<file path="src/rtl/pause_pkg.sv">
// Shared types and constants for the pause overlay and HUD glyph helpers.
// Holds the pause FSM states, the default glyph colour and the colour-field layout used for dimming.
package pause_pkg;

  typedef enum logic [1:0] {
    RUN,
    ENTER_WAIT,
    PAUSED,
    EXIT_WAIT
  } pause_state_e;

  localparam int          RGB_W        = 5;
  localparam logic [4:0]  DEF_FG_COLOR = 5'b10101;
  localparam logic [4:0]  DEF_BLACK    = 5'b00000;

  localparam int R_MSB = 4;
  localparam int R_LSB = 3;
  localparam int G_MSB = 2;
  localparam int G_LSB = 1;
  localparam int B_MSB = 0;
  localparam int B_LSB = 0;

  // Halve each colour field independently so no bit leaks between fields.
  function automatic logic [RGB_W-1:0] dim_rgb5(input logic [RGB_W-1:0] c);
    logic [RGB_W-1:0] d;
    d = '0;
    d[R_MSB:R_LSB] = c[R_MSB:R_LSB] >> 1;
    d[G_MSB:G_LSB] = c[G_MSB:G_LSB] >> 1;
    d[B_MSB:B_LSB] = c[B_MSB:B_LSB] >> 1;
    return d;
  endfunction

endpackage

</file>
<file path="src/rtl/pause_bar_hit.sv">
// Combinational hit test for a row of equal vertical bars.
// All comparisons are 12-bit unsigned so right-edge arithmetic cannot wrap.
module pause_bar_hit #(
  parameter int NUM_BARS  = 2,
  parameter int BAR_W     = 16,
  parameter int BAR_PITCH = 64,
  parameter int BAR_H     = 80,
  parameter int X0        = 280,
  parameter int Y0        = 200
) (
  input  logic [10:0] pixel_x_i,
  input  logic [10:0] pixel_y_i,
  output logic        hit_o
);

  localparam logic [11:0] Y_TOP = 12'(Y0);
  localparam logic [11:0] Y_BOT = 12'(Y0 + BAR_H);

  logic [11:0]         x12;
  logic [11:0]         y12;
  logic                y_in;
  logic [NUM_BARS-1:0] bar_hit;

  assign x12  = {1'b0, pixel_x_i};
  assign y12  = {1'b0, pixel_y_i};
  assign y_in = (y12 >= Y_TOP) && (y12 < Y_BOT);

  for (genvar i = 0; i < NUM_BARS; i++) begin : g_bar
    localparam logic [11:0] XL = 12'(X0 + i * BAR_PITCH);
    localparam logic [11:0] XR = 12'(X0 + i * BAR_PITCH + BAR_W);
    assign bar_hit[i] = (x12 >= XL) && (x12 < XR);
  end

  assign hit_o = y_in && (|bar_hit);

endmodule

</file>
<file path="src/rtl/pause_overlay.sv">
// Pause state owner and blinking N-bar pause glyph overlay on the game pixel stream.
// Optional macro PAUSE_DIM_EN dims the game picture while paused.
module pause_overlay
  import pause_pkg::*;
#(
  parameter int             CW        = 5,
  parameter logic [CW-1:0]  FG_COLOR  = CW'(DEF_FG_COLOR),
  parameter int             NUM_BARS  = 2,
  parameter int             BAR_W     = 16,
  parameter int             BAR_PITCH = 64,
  parameter int             BAR_H     = 80,
  parameter int             X0        = 280,
  parameter int             Y0        = 200,
  parameter int             BLINK_ON  = 30,
  parameter int             BLINK_OFF = 15
) (
  input  logic          clk,
  input  logic          reset,
  input  logic          video_on,
  input  logic [10:0]   pixel_x,
  input  logic [10:0]   pixel_y,
  input  logic          frame_tick,
  input  logic          pause_btn,
  input  logic [CW-1:0] game_rgb,
  output logic          pause_active,
  output logic [CW-1:0] vga_rgb
);

  localparam int BMAX  = (BLINK_ON > BLINK_OFF) ? BLINK_ON : BLINK_OFF;
  localparam int CNT_W = (BMAX < 1) ? 1 : $clog2(BMAX + 1);
  localparam logic [CNT_W-1:0] ON_LAST  = CNT_W'((BLINK_ON  > 0) ? BLINK_ON  - 1 : 0);
  localparam logic [CNT_W-1:0] OFF_LAST = CNT_W'((BLINK_OFF > 0) ? BLINK_OFF - 1 : 0);

  pause_state_e   state_q;
  logic           req_q;
  logic           pause_q;
  logic           phase_on_q;
  logic           phase_on_d;
  logic [CNT_W-1:0] cnt_q;
  logic [CNT_W-1:0] cnt_d;
  logic [CW-1:0]  rgb_q;
  logic [CW-1:0]  rgb_d;
  logic [CW-1:0]  off_rgb;
  logic           hit;

  pause_bar_hit #(
    .NUM_BARS  (NUM_BARS),
    .BAR_W     (BAR_W),
    .BAR_PITCH (BAR_PITCH),
    .BAR_H     (BAR_H),
    .X0        (X0),
    .Y0        (Y0)
  ) u_hit (
    .pixel_x_i (pixel_x),
    .pixel_y_i (pixel_y),
    .hit_o     (hit)
  );

  // Next blink position for one frame tick; OFF length 0 pins the phase to ON.
  always_comb begin
    cnt_d      = cnt_q + CNT_W'(1);
    phase_on_d = phase_on_q;
    if (phase_on_q) begin
      if (cnt_q == ON_LAST) begin
        cnt_d = '0;
        if (BLINK_OFF != 0) phase_on_d = 1'b0;
      end
    end else if (cnt_q == OFF_LAST) begin
      cnt_d      = '0;
      phase_on_d = 1'b1;
    end
  end

  // Pause FSM, request latch and blink state; button pulses during a pending
  // frame-boundary wait are dropped so one frame never toggles twice.
  always_ff @(posedge clk or posedge reset) begin
    if (reset) begin
      state_q    <= RUN;
      req_q      <= 1'b0;
      pause_q    <= 1'b0;
      cnt_q      <= '0;
      phase_on_q <= 1'b1;
    end else begin
      unique case (state_q)
        RUN: begin
          if (req_q) begin
            state_q <= ENTER_WAIT;
            req_q   <= 1'b0;
          end else if (pause_btn) begin
            req_q <= 1'b1;
          end
        end
        ENTER_WAIT: begin
          if (frame_tick) begin
            state_q    <= PAUSED;
            pause_q    <= 1'b1;
            cnt_q      <= '0;
            phase_on_q <= 1'b1;
          end
        end
        PAUSED: begin
          if (req_q) begin
            state_q <= EXIT_WAIT;
            req_q   <= 1'b0;
          end else if (pause_btn) begin
            req_q <= 1'b1;
          end
          if (frame_tick) begin
            cnt_q      <= cnt_d;
            phase_on_q <= phase_on_d;
          end
        end
        EXIT_WAIT: begin
          if (frame_tick) begin
            state_q    <= RUN;
            pause_q    <= 1'b0;
            cnt_q      <= '0;
            phase_on_q <= 1'b1;
          end
        end
        default: state_q <= RUN;
      endcase
    end
  end

`ifdef PAUSE_DIM_EN
  if (CW == RGB_W) begin : g_dim5
    assign off_rgb = pause_q ? CW'(dim_rgb5(RGB_W'(game_rgb))) : game_rgb;
  end else begin : g_dimn
    assign off_rgb = pause_q ? (game_rgb >> 1) : game_rgb;
  end
`else
  assign off_rgb = game_rgb;
`endif

  // Pixel selection: blanking first, then the glyph, then the game picture.
  always_comb begin
    rgb_d = '0;
    if (!video_on)                         rgb_d = '0;
    else if (pause_q && phase_on_q && hit) rgb_d = FG_COLOR;
    else                                   rgb_d = off_rgb;
  end

  // Register the composited pixel.
  always_ff @(posedge clk or posedge reset) begin
    if (reset) rgb_q <= '0;
    else       rgb_q <= rgb_d;
  end

  assign pause_active = pause_q;
  assign vga_rgb      = rgb_q;

endmodule

</file>
<file path="config.mk">
export PLATFORM = sky130hd
export DESIGN_NAME = pause_overlay
export DESIGN_NICKNAME = d
export VERILOG_FILES = /design/src/rtl/pause_pkg.sv /design/src/rtl/pause_bar_hit.sv /design/src/rtl/pause_overlay.sv
export SDC_FILE = /design/constraint.sdc
export NUM_CORES = 1
export LEC_CHECK = 0
export CORE_MARGIN = 1
export CORE_UTILIZATION = 44
export DETAILED_ROUTE_END_ITERATION = 8
export GPL_TIMING_DRIVEN = 0
export MAX_ROUTING_LAYER = met4
export PLACE_DENSITY_LB_ADDON = 0.25
export REMOVE_ABC_BUFFERS = 1
export SKIP_LAST_GASP = 1
export SLEW_MARGIN = 20
export SYNTH_ARGS = -nofsm -noshare
export SYNTH_HDL_FRONTEND = slang
export SYNTH_SLANG_ARGS = --single-unit
</file>
<file path="constraint.sdc">
create_clock -name clk -period 2.8 [get_ports clk]
set_input_delay 0.42 -clock clk [delete_from_list [all_inputs] [get_ports clk]]
set_output_delay 0.42 -clock clk [all_outputs]
set_load 0.02 [all_outputs]
</file>
Word-level counts from Yosys, hierarchy flattened
Cells that the tools add are included.
{"block": "totals", "reg_bits": 15, "elab_cells": 62, "output_inout_bits": 6}
{"block": "classes", "mux": 23, "n_addsub": 1, "eq_ne": 11, "reduce_logical": 15, "n_lt_le_gt_ge": 6}
{"op": "5-bit 2-to-1 mux", "n": 7}
{"op": "11-bit by 9-bit less-than comparator with 1-bit output, second input constant", "n": 3}
{"op": "11-bit by 9-bit >= comparator with 1-bit output, second input constant", "n": 2}
{"op": "11-bit by 8-bit >= comparator with 1-bit output, second input constant", "n": 1}
{"op": "2-bit != test, second input constant", "n": 5}
{"op": "5-bit case mux with 2 select lines", "n": 1}
{"op": "1-bit 2-to-1 mux", "n": 8}
{"op": "2-bit 2-to-1 mux", "n": 4}
{"op": "2-bit case mux with 4 select lines", "n": 1}
{"op": "1-bit logical AND", "n": 6}
{"op": "3-bit AND reduction", "n": 2}
{"op": "2-bit OR reduction", "n": 3}
{"op": "5-bit by 1-bit adder with 5-bit output, second input constant", "n": 1}
{"op": "5-bit by 4-bit equality test with 1-bit output, second input constant", "n": 1}
{"op": "5-bit equality test, second input constant", "n": 1}
{"op": "2-bit equality test, second input constant", "n": 2}
{"op": "1-bit case mux with 2 select lines", "n": 2}
{"op": "4-bit AND reduction", "n": 1}
{"op": "2-bit nonzero test", "n": 2}
{"op": "2-bit by 1-bit equality test with 1-bit output, second input constant", "n": 1}
{"op": "2-bit zero test", "n": 1}
{"op": "2-bit by 1-bit != test with 1-bit output, second input constant", "n": 1}

Depth between registers and ports, before layout
{"block": "logic_depth", "word_depth": 7, "ltp_mapped": 6, "depth_no_buf": 6}

Modules after synthesis
From an unflattened synthesis, not the netlist that was laid out.
{"block": "hier_totals", "hier_cells": 89, "area_unflattened_um2": 924.6}
{"module": "pause_overlay", "n_inst": 1, "cells_per_inst": 79, "area_per_inst_um2": 842.1}
{"module": "pause_bar_hit", "n_inst": 1, "cells_per_inst": 10, "area_per_inst_um2": 82.6}

Worst setup path before layout
No wires, ideal clock.
{"block": "synth_path", "kind": "register to register", "from": "reg state_q[1]", "to": "reg cnt_q[3]", "arrival_time_ns": 1.609, "period_less_slack_ns": 1.695, "slack_ns": 1.105, "setup_ns": 0.087, "stages_incl_launch_ff": 7, "required_time_ns": 2.713, "path_buffers": 0, "path_cell_list": "dfrtp_1 inv_1 ha_1 or2_1 a211o_1 or2_2 o211ai_1"}
{"block": "synth_between", "elab_chain_len": 4}
{"item": "start, declared", "line_no": "pause_overlay.sv:34", "rtl": "pause_state_e state_q;"}
{"item": "start signal, assigned", "line_no": "pause_overlay.sv:78", "rtl": "state_q <= RUN;"}
{"item": "start signal, assigned", "line_no": "pause_overlay.sv:87", "rtl": "state_q <= ENTER_WAIT;"}
{"item": "start signal, assigned", "line_no": "pause_overlay.sv:95", "rtl": "state_q <= PAUSED;"}
{"item": "2-bit equality test or 2-bit by 1-bit equality test with 1-bit output (tied branches)", "line_no": "pause_overlay.sv:84", "rtl": "unique case (state_q)"}
{"item": "2-bit OR reduction (no line)"}
{"item": "2-bit by 1-bit != test with 1-bit output (no line) or 2-bit nonzero test (tied branches)"}
{"item": "3-bit AND reduction (no line)"}
{"item": "end signal, assigned", "line_no": "pause_overlay.sv:109", "rtl": "cnt_q <= cnt_d;"}
{"item": "end, declared", "line_no": "pause_overlay.sv:39", "rtl": "logic [CNT_W-1:0] cnt_q;"}
Parallel ways exist; a longest one is shown, timed or not.
A chain may end at the register's enable or synchronous reset.

Final worst setup path
Same ends and word-level chain as after synthesis.

==> summary.txt <==
======================================================================================
Detailed-route wire length per cell .....................................     13.56 µm
Total standard cell area after synthesis ................................    867.1 µm²
Maximum fanout along the worst path .....................................            4
Synth Area in Simple Gates ..............................................       22.22%
DRT Pass-1 Iters ........................................................            4
Share of cell area taken by muxes after synthesis .......................       1.299%
Tightest Pin Transition .................................................     575.4 ps
Maximum level of the CTS H-tree .........................................            1
Final count of pins violating max slew ..................................            0
Hold-fix buffer count after cts .........................................            0
Ranking of synthesized cells by instance count .......................... dfrtp_1 (14), nand2_1 (9), a21oi_1 (8), o21ai_0 (8)
Clock sink total ........................................................           15
Startpoint type of the worst setup path .................................    flip-flop
Final Hold Fails ........................................................            0
Via-per-instance ratio ..................................................        5.299
Max-cap violations ......................................................            0
Share of post-route cells with drive strength above 1 ...................       7.377%
Number of buffers on the longest clock path .............................            2
Number of buffers created by CTS ........................................            3
Wire length on met1 .....................................................       838 µm
FP Rows .................................................................           15
Worst Setup End Kind ....................................................    flip-flop
Clock slew at the register clock pins of the worst setup and hold paths .        90 ps
Highest routed metal layer ..............................................         met4
Result of the run ....................................................... finished clean
Clock root buffer master ................................................     clkbuf_4
Path type of the worst setup path .......................................      reg2reg
Multi-input combinational cell area .....................................    464.2 µm²
I/O pin count ...........................................................           38
Reg2reg path depth ......................................................            6
Final setup violation count .............................................            0
Req. time, crit path ....................................................      3000 ps
Number of warnings issued by yosys ......................................            0
Detailed-route via count ................................................          779
Worst r2r src ...........................................................   state_q[1]
Area taken by flip-flops and latches ....................................    376.6 µm²
Number of antenna violations at the first check in global routing .......            0
Area enclosed by the die boundary ....................................... 0.002152 mm²
Overall global routing resource usage ...................................       21.74%
Buffers added on ports ..................................................           30
Antenna Nets Post-Route .................................................            0
DIE HEIGHT ..............................................................     46.39 µm
FFs w/ async S/R, synth .................................................       100.0%
Met3 wire len ...........................................................       106 µm
Via count of the first global-routing pass ..............................          746
Clock tree from TritonCTS ...............................................          yes
End of the worst register-to-register path ..............................     cnt_q[3]
Sequential cell area fraction in the yosys report .......................       43.43%
Share of the synthesized netlist area taken by xor and xnor gates .......           0%
Horizontal extent of the die ............................................     46.39 µm
Peak supply drop ........................................................  0.0006848 V
Total Nets Final ........................................................          162
Area share of fa/ha/maj cells after synthesis ...........................       10.10%
Final routed wirelength across all metal layers .........................      1993 µm
1st-iter DRT viols ......................................................            6
HPWL after DPL ..........................................................      1624 µm
Area Growth Syn to Fin ..................................................       41.27%
Max Clock Freq ..........................................................    532.7 MHz
Count of instances resized after the clock tree is built ................            0
Power density normalized to cell area ................................... 747.7 mW/mm²
Worst-Skew Late Latency .................................................       280 ps
Setup_tns ...............................................................         0 ps
Maximum number of pins on one net before global-route repair ............           16
Total congestion overflow after global routing ..........................            0
Number of flops mapped to enable cells by yosys .........................            0
Synth top area share ....................................................       40.40%
Slew Limit Headroom .....................................................       61.60%
Period utilisation layout ...............................................       67.05%
Buffers inserted during post-CTS setup optimization .....................            0
Compound-cell area share of the yosys netlist ...........................       19.91%
Share of the core filled with cells in the final layout .................       68.70%
Number of antenna repair diodes .........................................            0
DRC viols ...............................................................            0
Static Leakage ..........................................................    0.5196 nW
Most frequent cell after synthesis ......................................      dfrtp_1
Wire length of the first global-routing pass ............................      3146 µm
Average cell area after synthesis .......................................    9.853 µm²
Met2 WL post-DR .........................................................      1032 µm
Min-delay worst type ....................................................     in2async
Cell type with the highest aggregate area in the netlist ................      dfrtp_1
Unrepaired setup endpoints after global routing .........................        false
Global placement routability congestion .................................       0.7220
Count of filler cells inserted in the layout ............................          149
Post-route worst hold slack .............................................     503.1 ps
Core Region ............................................................. 0.001783 mm²
R2R setup slack .........................................................       920 ps
Arrival time of the worst setup path ....................................      2080 ps
Combinational family with the most area after synthesis ................. simple AND/OR/NAND/NOR gates
Largest cells by area after synthesis ................................... dfrtp_1 (40%), ha_1 (10%), a21oi_1 (4.6%)
Final Skew ..............................................................     7.573 ps
Synth Instances .........................................................           88
Worst setup path start ..................................................   state_q[1]
Capture point of the critical path ......................................     cnt_q[3]
Ys flop type ............................................................      dfrtp_1
Initial cell density of the core ........................................       48.63%
Synth unique cells ......................................................           30
Final critical delay including setup and external delays ................      1877 ps
Flip-flop and latch count after synthesis ...............................           15
======================================================================================
[report_power, final]
part / internal [mW] / switching [mW] / leakage [nW] / total (mW)
Combinational: 0.209 / 0.221 / 0.320 / 0.431
Clock: 0.0552 / 0.0667 / 0.0150 / 0.122
Sequential: 0.288 / 0.0755 / 0.185 / 0.363
[through the flow]
step                setup slack, ps  total power, mW  std cells  area [µm²]
finish                        922.7           0.9158        147        1225
global route                  836.8           0.9944        147        1225
CTS                           924.1           0.9201        147        1225
detailed placement            633.3           0.7973        143        1199
global placement              674.9           0.7700        143        1199
floorplan                      1105           0.6519         88       867.1
[how the worst min path moves through the flow]
stage                     startpoint    endpoint  depth (start not counted)
after floorplan                reset    cnt_q[0]                          1
after global placement    phase_on_q  phase_on_q                          2
after detailed placement  phase_on_q  phase_on_q                          2
after CTS                      reset  vga_rgb[3]                          2
after global routing      phase_on_q  phase_on_q                          2
final                          reset  vga_rgb[3]                          2
[registers in the layout, indices dropped and copies added, names as in the netlist]
signal / flops
pause_active: 1
vga_rgb: 5
req_q: 1
phase_on_q: 1
cnt_q: 5
state_q: 2
[cells in the final DEF, fill, tap and decap left out, drive strengths merged, types with 3 or more instances in the layout]
cell	synthesis	final
o21ai	8	8
o21a	3	3
clkdlybuf4s50	0	30
inv	7	7
nand3	3	3
clkbuf	0	4
ha	7	7
and3b	4	4
a21oi	8	8
nand2	9	9
dfrtp	14	14
nor2	4	4
[area by class of cell]
| cell class | instances | area share [%] |
|---|---|---|
| multi-input cells | 66 | 37.90 |
| flip-flops and latches | 15 | 30.75 |
| repair buffers | 30 | 24.51 |
| well taps | 25 | 2.554 |
| clock buffers | 4 | 2.145 |
| inverters | 7 | 2.145 |
[routing by layer]
layer  global-route usage [%]  vias to the layer above
met5                        -                        -
met4                    8.235                        0
met3                    3.922                        2
met2                    35.83                       24
met1                    26.12                      370
li1                         -                      383
[critical path: stages (launching register included)]
cell,delay [ps]
dfrtp_1,390
inv_1,80
ha_1,200
or2_1,280
a211o_1,330
or2_2,310
o211ai_1,190
[cells by family after synthesis]
| family | after synthesis |
|---|---|
| AO/OA/AOI/OAI | 25 |
| adder cells (fa/ha/maj) | 7 |
| buffers and inverters | 7 |
| flip-flops | 15 |
| multiplexers | 1 |
| AND/OR/NAND/NOR | 33 |
Power figures use the tool's default switching activity.
